### src/rtl/spi_pkg.sv
// Shared constants and types for the SPI slave shifter.
// The FSM only needs to tell idle apart from an active frame.
package spi_pkg;

  localparam int unsigned SPI_DATA_W      = 8;
  localparam int unsigned SPI_SYNC_STAGES = 2;

  typedef enum logic [0:0] {
    IDLE,
    SHIFT
  } spi_slv_state_t;

endpackage

### src/rtl/spi_sync_edge.sv
// Multi-flop synchronizer followed by a registered edge detector.
// level, rise and fall all change in the same cycle, one clk after the last sync stage.
module spi_sync_edge #(
  parameter int unsigned STAGES    = 2,
  parameter logic        RESET_VAL = 1'b0
) (
  input  logic clk,
  input  logic rst_n,
  input  logic d,
  output logic level,
  output logic rise,
  output logic fall
);

  logic [STAGES-1:0] sync_q;
  logic              sync_out;
  logic              level_q;
  logic              rise_q;
  logic              fall_q;

  assign sync_out = sync_q[STAGES-1];

  always_ff @(posedge clk or negedge rst_n) begin
    if (!rst_n) begin
      sync_q  <= {STAGES{RESET_VAL}};
      level_q <= RESET_VAL;
      rise_q  <= 1'b0;
      fall_q  <= 1'b0;
    end else begin
      // Truncating cast drops the oldest bit and also works for a single stage.
      sync_q  <= STAGES'({sync_q, d});
      level_q <= sync_out;
      rise_q  <= sync_out & ~level_q;
      fall_q  <= ~sync_out & level_q;
    end
  end

  assign level = level_q;
  assign rise  = rise_q;
  assign fall  = fall_q;

endmodule

### src/rtl/spi_slave_shifter.sv
// SPI slave endpoint: oversamples SCK/SS_n/MOSI on clk, shifts frames in both directions
// and buffers one transmit byte in a valid/ready holding register.
module spi_slave_shifter
  import spi_pkg::*;
#(
  parameter int unsigned DATA_W      = SPI_DATA_W,
  parameter int unsigned SYNC_STAGES = SPI_SYNC_STAGES
) (
  input  logic              clk,
  input  logic              rst_n,
  input  logic              cpol,
  input  logic              cpha,
  input  logic              lsbfe,
  input  logic              sck_in,
  input  logic              ss_n_in,
  input  logic              mosi_in,
  output logic              miso_out,
  output logic              miso_oe,
  input  logic [DATA_W-1:0] tx_data,
  input  logic              tx_valid,
  output logic              tx_ready,
  output logic [DATA_W-1:0] rx_data,
  output logic              rx_valid,
  output logic              tx_underrun,
  output logic              busy
);

  localparam int unsigned       CNT_W    = (DATA_W > 1) ? $clog2(DATA_W) : 1;
  localparam logic [CNT_W-1:0] LAST_BIT = CNT_W'(DATA_W - 1);

  function automatic logic first_bit(input logic [DATA_W-1:0] v, input logic lsb);
    return lsb ? v[0] : v[DATA_W-1];
  endfunction

  function automatic logic [DATA_W-1:0] shift_out(input logic [DATA_W-1:0] v, input logic lsb);
    return lsb ? (v >> 1) : (v << 1);
  endfunction

  logic sck_level, sck_rise, sck_fall;
  logic ss_level, ss_rise, ss_fall;
  logic [SYNC_STAGES-1:0] mosi_sync_q;
  logic mosi_s;

  spi_sync_edge #(
    .STAGES   (SYNC_STAGES),
    .RESET_VAL(1'b0)
  ) u_sck_sync (
    .clk  (clk),
    .rst_n(rst_n),
    .d    (sck_in),
    .level(sck_level),
    .rise (sck_rise),
    .fall (sck_fall)
  );

  spi_sync_edge #(
    .STAGES   (SYNC_STAGES),
    .RESET_VAL(1'b1)
  ) u_ss_sync (
    .clk  (clk),
    .rst_n(rst_n),
    .d    (ss_n_in),
    .level(ss_level),
    .rise (ss_rise),
    .fall (ss_fall)
  );

  always_ff @(posedge clk or negedge rst_n) begin
    if (!rst_n) begin
      mosi_sync_q <= '0;
    end else begin
      mosi_sync_q <= SYNC_STAGES'({mosi_sync_q, mosi_in});
    end
  end

  assign mosi_s = mosi_sync_q[SYNC_STAGES-1];

  // Leading edge: SCK has just moved away from its idle level.
  logic sck_edge, lead_edge, trail_edge, sample_edge, shift_edge;

  assign sck_edge    = sck_rise | sck_fall;
  assign lead_edge   = sck_edge & (sck_level != cpol);
  assign trail_edge  = sck_edge & (sck_level == cpol);
  assign sample_edge = cpha ? trail_edge : lead_edge;
  assign shift_edge  = cpha ? lead_edge : trail_edge;

  spi_slv_state_t    state_q, state_d;
  logic [CNT_W-1:0]  cnt_q, cnt_d;
  logic [DATA_W-1:0] tx_sreg_q, tx_sreg_d;
  logic [DATA_W-1:0] rx_sreg_q, rx_sreg_d;
  logic [DATA_W-1:0] rx_data_q, rx_data_d;
  logic [DATA_W-1:0] hold_q, hold_d;
  logic              hold_full_q, hold_full_d;
  logic              miso_q, miso_d;
  logic              rx_valid_q, rx_valid_d;
  logic              underrun_q, underrun_d;
  logic              load;
  logic [DATA_W-1:0] load_val;
  logic [DATA_W-1:0] rx_next;

  // Loads always see the pre-write holding register content.
  assign load_val = hold_full_q ? hold_q : '0;
  assign rx_next  = lsbfe ? {mosi_s, rx_sreg_q[DATA_W-1:1]} : {rx_sreg_q[DATA_W-2:0], mosi_s};

  always_comb begin
    state_d     = state_q;
    cnt_d       = cnt_q;
    tx_sreg_d   = tx_sreg_q;
    rx_sreg_d   = rx_sreg_q;
    rx_data_d   = rx_data_q;
    rx_valid_d  = 1'b0;
    miso_d      = miso_q;
    hold_d      = hold_q;
    hold_full_d = hold_full_q;
    underrun_d  = underrun_q;
    load        = 1'b0;

    if (tx_valid && !hold_full_q) begin
      hold_d      = tx_data;
      hold_full_d = 1'b1;
    end

    unique case (state_q)
      IDLE: begin
        cnt_d = '0;
        if (ss_fall) begin
          load      = 1'b1;
          rx_sreg_d = '0;
          state_d   = SHIFT;
          // With cpha=0 the master samples on the first leading edge, so bit 0 goes out now.
          if (!cpha) begin
            miso_d    = first_bit(load_val, lsbfe);
            tx_sreg_d = shift_out(load_val, lsbfe);
          end else begin
            tx_sreg_d = load_val;
          end
        end
      end

      SHIFT: begin
        if (ss_rise) begin
          state_d = IDLE;
          cnt_d   = '0;
        end else if (sample_edge) begin
          rx_sreg_d = rx_next;
          if (cnt_q == LAST_BIT) begin
            cnt_d      = '0;
            rx_data_d  = rx_next;
            rx_valid_d = 1'b1;
            load       = 1'b1;
            // Left unshifted: the next shift edge presents bit 0 of the new frame.
            tx_sreg_d  = load_val;
          end else begin
            cnt_d = cnt_q + CNT_W'(1);
          end
        end else if (shift_edge) begin
          miso_d    = first_bit(tx_sreg_q, lsbfe);
          tx_sreg_d = shift_out(tx_sreg_q, lsbfe);
        end
      end

      default: state_d = IDLE;
    endcase

    if (load) begin
      if (hold_full_q) begin
        hold_full_d = 1'b0;
      end else begin
        underrun_d = 1'b1;
      end
    end
  end

  always_ff @(posedge clk or negedge rst_n) begin
    if (!rst_n) begin
      state_q     <= IDLE;
      cnt_q       <= '0;
      tx_sreg_q   <= '0;
      rx_sreg_q   <= '0;
      rx_data_q   <= '0;
      rx_valid_q  <= 1'b0;
      miso_q      <= 1'b0;
      hold_q      <= '0;
      hold_full_q <= 1'b0;
      underrun_q  <= 1'b0;
    end else begin
      state_q     <= state_d;
      cnt_q       <= cnt_d;
      tx_sreg_q   <= tx_sreg_d;
      rx_sreg_q   <= rx_sreg_d;
      rx_data_q   <= rx_data_d;
      rx_valid_q  <= rx_valid_d;
      miso_q      <= miso_d;
      hold_q      <= hold_d;
      hold_full_q <= hold_full_d;
      underrun_q  <= underrun_d;
    end
  end

  assign miso_out    = miso_q;
  assign miso_oe     = ~ss_level;
  assign tx_ready    = ~hold_full_q;
  assign rx_data     = rx_data_q;
  assign rx_valid    = rx_valid_q;
  assign tx_underrun = underrun_q;
  assign busy        = (state_q == SHIFT);

endmodule

### config.mk
export PLATFORM = sky130hd
export DESIGN_NAME = spi_slave_shifter
export DESIGN_NICKNAME = d
export VERILOG_FILES = /design/src/rtl/spi_pkg.sv /design/src/rtl/spi_sync_edge.sv /design/src/rtl/spi_slave_shifter.sv
export SDC_FILE = /design/constraint.sdc
export NUM_CORES = 1
export LEC_CHECK = 0
export BUFFER_PORTS_ARGS = -buffer_cell sky130_fd_sc_hd__buf_4
export CAP_MARGIN = 20
export CORE_ASPECT_RATIO = 1.1
export CORE_MARGIN = 4
export CORE_UTILIZATION = 50
export CTS_CLUSTER_SIZE = 40
export DETAILED_ROUTE_END_ITERATION = 16
export GPL_ROUTABILITY_DRIVEN = 0
export HOLD_SLACK_MARGIN = 0.06
export PLACE_DENSITY = 0.7
export SLEW_MARGIN = 20
export SYNTH_ARGS = -nofsm -noshare
export SYNTH_HDL_FRONTEND = slang
export SYNTH_SLANG_ARGS = --single-unit
### constraint.sdc
create_clock -name clk -period 5.2 [get_ports clk]
set_clock_uncertainty 0.05 [all_clocks]
set_input_delay 0 -clock clk [delete_from_list [all_inputs] [get_ports clk]]
set_output_delay 0 -clock clk [all_outputs]
set_load 0.05 [all_outputs]
Word level (Yosys, flattened, before mapping):

Cells that the tools add are included.

* reductions and logical operators: 7
* equality and inequality tests: 12
* bitwise logic cells: 14
* $add $sub $neg: 1
* mux-type cells: 40

Operators by type and width (count)
* $mux W8: 13
* $pmux W8 S2: 2
* $mux W1: 18
* $ne A2 B2 Y1 const B: 5
* $mux W3: 3
* $reduce_and A4 Y1: 2
* $not A1 Y1: 7
* $and A1 B1 Y1: 6
* $ne A3 B2 Y1 const B: 2
* $pmux W1 S2: 3
* $pmux W3 S2: 1
* $reduce_and A5 Y1: 1
* $add A3 B1 Y3 const B: 1
* $eq A3 B3 Y1 const B: 1
* $ne A3 B3 Y1 const B: 1
* $reduce_and A3 Y1: 1
* $ne A2 B1 Y1 const B: 1
* $reduce_and A2 Y1: 1
* $eq A1 B1 Y1: 1
* $logic_and A1 B1 Y1: 1
* $logic_not A1 Y1: 1
* $ne A1 B1 Y1: 1
* $or A1 B1 Y1: 1

* input bits: 17
* logic and storage cells: 93
* register bits: 52
* output and inout bits: 14

Longest topological paths before layout:

* word-level depth: 7
* mapped depth: 7
* depth with buffers taken out: 6

Cells and area by module:

From an unflattened synthesis, not the netlist that was laid out.

* cell total of the unflattened synthesis: 233
* area total of the unflattened synthesis: 2468.6 um^2

Modules (own cells, without submodules)
* spi_slave_shifter: sequential area each 1051.0 um^2, times used 1, area each 2184.6 um^2, cells an instance 219
* spi_sync_edge (u_ss_sync): sequential area each 128.9 um^2, times used 1, area each 143.9 um^2, cells an instance 7
* spi_sync_edge (u_sck_sync): sequential area each 125.1 um^2, times used 1, area each 140.1 um^2, cells an instance 7

Worst setup path before layout:

No wires, ideal clock.

* path type: flip-flop to flip-flop
* from: register state_q, in the netlist busy
* to: register rx_data_q[0], in the netlist rx_data[0]
* arrival time: 1.657 ns
* path buffers: 1
* cell stages (with the launch flop): 5
* required time: 5.022 ns
* setup time: 0.128 ns
* clock period less this slack: 1.835 ns
* setup slack: 3.365 ns
* cells stage by stage: dfrtp_1 > nand2b_1 > nor4b_2 > buf_4 > mux2_1

* word-level cells in the longest chain between the ends: 1

RTL lines
* start: declaration: line spi_slave_shifter.sv:87 `spi_slv_state_t state_q, state_d;`
* start signal: assignment: line spi_slave_shifter.sv:187 `state_q <= state_d;`
* $reduce_and A4 Y1 (no source line)
* end signal: assignment: line spi_slave_shifter.sv:191 `rx_data_q <= rx_data_d;`
* end: declaration: line spi_slave_shifter.sv:91 `logic [DATA_W-1:0] rx_data_q, rx_data_d;`

No other way between the ends.
A chain may end at the register's enable or synchronous reset.

Worst setup path after layout:

* from: register state_q, in the netlist busy
* to: register rx_data_q[2], in the netlist rx_data[2]

The elaborated chain is that of the path after synthesis.

==> summary.md <==
| Metric | Value |
|---|---|
| CTS tree | `done` |
| CTS clk-pin slew, worst paths | `100 ps` |
| Leakage | `1.352 nW` |
| H-tree levels | `2` |
| Die Wd | `74.54 µm` |
| Hold WS | `191.6 ps` |
| RR Endpoint | `rx_data[2]` |
| Dominant cell type by area after synthesis | `dfrtp_1` |
| Fin util | `62.21%` |
| ANT nets after route | `0` |
| Area of the core | `4684 µm²` |
| Synthesis Warnings | `0` |
| Hold Vio Cnt, Final | `0` |
| HPWL after detailed placement | `3291 µm` |
| Main synth FF type | `dfrtp_1` |
| Crit path kind | `flop to flop` |
| Worst-Skew Late Latency | `310 ps` |
| M3 GR Usage | `3.465%` |
| DRT Pass-1 Iters | `4` |
| CP required | `5350 ps` |
| Routed WL | `4829 µm` |
| Post-CTS resize count | `0` |
| Initial DRC Count | `86` |
| Total CTS buffers | `5` |
| Measured slew at the worst slew-check pin | `788.3 ps` |
| Final setup viols | `0` |
| Cell area power density | `398.5 nW/µm²` |
| Clock Path Buffers | `2` |
| R2R cell count | `3` |
| Critical Path Source Type | `flop` |
| Vias | `1728` |
| Worst-path cell chain | `nand2b_1 > nor4b_4 > mux2_1` |
| Avg Synthesized Cell Area | `11.12 µm²` |
| Fin crit share | `46.24%` |
| Register area share after synthesis | `53.60%` |
| CP Buf/Inv Count | `0` |
| Area share of the largest cell type after synthesis | `50.36%` |
| Achievable Freq | `415.9 MHz` |
| Ant. Diodes | `0` |
| Fin area | `2914 µm²` |
| Place WS | `2768 ps` |
| Post-synthesis register bit count | `52` |
| Largest net degree at the start of global routing | `53` |
| EDFF count, synth | `0` |
| Initial Util | `51.98%` |
| First-pass GRT wire length | `8500 µm` |
| Final WS setup | `2795 ps` |
| Arrival time worst endpoint | `2560 ps` |
| Pins over their slew limit | `0` |
| Met2 Use GR | `28.65%` |
| Vias per inst | `5.468` |
| FF-to-FF setup slack | `2800 ps` |
| Final nets | `278` |
| Clk sink count | `52` |
| Post-synthesis cell count | `219` |
| Commonest non-fill, non-tap cell in the layout | `dfrtp_1` |
| RSZ-0062 raised after global routing | `false` |
| Die Span Y | `81.19 µm` |
| Reg-to-Reg Start | `busy` |
| Placed cell area | `2693 µm²` |
| Min Tclk post-route | `2405 ps` |
| Crit path largest cell delay | `800 ps` |
| GRT Total Usage | `18.41%` |
| Max Cap Viol | `0` |
| Initial antenna violation count | `0` |
| Hold/Removal Path Class | `primary input to async pin` |
| I/O Pins | `31` |
| CP Max Fanout | `23` |
| CP Capture Type | `flop` |
| Grt total ovfl | `0` |
| Final TNS setup | `0 ps` |
| Synth-to-layout area growth | `19.68%` |
| Residual DRC | `0` |
| Worst ir drop on vdd | `0.2282 mV` |
| Yosys cell types | `38` |
| Layer with the highest usage | `met2` |
| CP top delay family | `simple AND/OR/NAND/NOR gates` |
| WL/cell | `15.28 µm` |
| Die Area | `6052 µm²` |
| Post-Syn Area | `2435 µm²` |
| Root Driver | `clkbuf_8` |
| Slew headroom | `47.34%` |
| Crit-path slowest cell | `dfrtp_1` |
| Vias in the first global route | `1730` |
| Synthesized net count | `238` |
| Status | `finished, final reports clean` |
| IO Port Bufs | `30` |
| Num rows | `26` |
| Layout cell share with drive strength beyond 1 | `25.77%` |
| Post-synth ARST share | `100.0%` |
| Area contributors post-synth | `dfrtp_1 (50%), mux2_2 (8.3%), mux2i_1 (5.8%)` |
| M1 GR Usage | `25.40%` |
| Most frequent cells in the layout | `dfrtp_1 (49), buf_4 (30), nand2_1 (28)` |
kinds of logic after synthesis:
| logic type | count (synthesis) | share of synthesized area [%] |
|---|---|---|
| XOR/XNOR | 2 | 1.336 |
| adder cells (fa/ha/maj) | 2 | 1.028 |
| flip-flops | 52 | 53.60 |
| multiplexers | 40 | 17.78 |
| AND/OR/NAND/NOR | 66 | 13.05 |
| AO/OA/AOI/OAI | 42 | 10.54 |
| buffers and inverters | 15 | 2.672 |
what timing repair did:
action                    4_1_cts  5_1_grt
hold endpoints to repair       61        0
buffers inserted                0        0
hold buffers                   13        0
cell type report:
| class | instances | area, µm² |
|---|---|---|
| inverter | 5 | 18.77 |
| clock buffer | 5 | 68.82 |
| tap | 56 | 70.07 |
| multi-input combinational | 152 | 1074 |
| clock inverter | 3 | 22.52 |
| timing repair buffer | 43 | 355.3 |
| fill | 398 | 1770 |
| sequential | 52 | 1305 |
cells in the mapped netlist (2+ instances only):
cell / n
a21oi_1: 10
a31oi_1: 5
and3_1: 2
buf_2: 4
clkbuf_1: 5
dfrtp_1: 49
dfstp_2: 3
ha_1: 2
inv_1: 5
mux2_1: 8
mux2_2: 18
mux2i_1: 14
nand2_1: 28
nand2b_1: 3
nor2_1: 17
nor2b_1: 5
nor3b_1: 2
o21ai_0: 5
o21ai_1: 10
o22ai_1: 6
power breakdown:
group / internal, mW / switching [mW] / total (mW)
combinational: 0.153 / 0.190 / 0.343
clock: 0.0967 / 0.140 / 0.237
sequential: 0.488 / 0.0933 / 0.581
total: 0.738 / 0.423 / 1.16
per-stage QoR:
| step | cells | power (mW) |
|---|---|---|
| final | 316 | 1.161 |
| after CTS | 316 | 1.168 |
| after global routing | 316 | 1.237 |
| after global placement | 295 | 0.9119 |
| after detailed placement | 295 | 0.9219 |
| after floorplan | 219 | 0.8174 |
layer usage:
metal	vias to the layer above	part of all wire [%]
met5	-	0
met1	828	46
met4	0	1.9
met3	9	4.1
met2	45	48
li1	846	-
sequential cells by signal, summed over array words and instances, names as in the netlist:
register and flops:
u_sck_sync.sync_q 2, u_ss_sync.rise 1, rx_sreg_q 8, u_sck_sync.level 1
rx_valid 1, u_sck_sync.fall 1, miso_out 1, u_ss_sync.sync_q 2
u_sck_sync.rise 1, tx_sreg_q 8, cnt_q 3, hold_q 8
u_ss_sync.level 1, hold_full_q 1, rx_data 8, busy 1
tx_underrun 1, u_ss_sync.fall 1, mosi_sync_q 2
worst max-delay path by stage:
| stage | from | end | cells after the start |
|---|---|---|---|
| finish | busy | rx_data[2] | 3 |
| global route | busy | rx_data[2] | 3 |
| CTS | busy | rx_data[2] | 3 |
| detailed placement | busy | rx_data[2] | 3 |
| global placement | busy | rx_data[3] | 3 |
| floorplan | busy | rx_data[0] | 4 |
(Power assumes the default switching activity.)
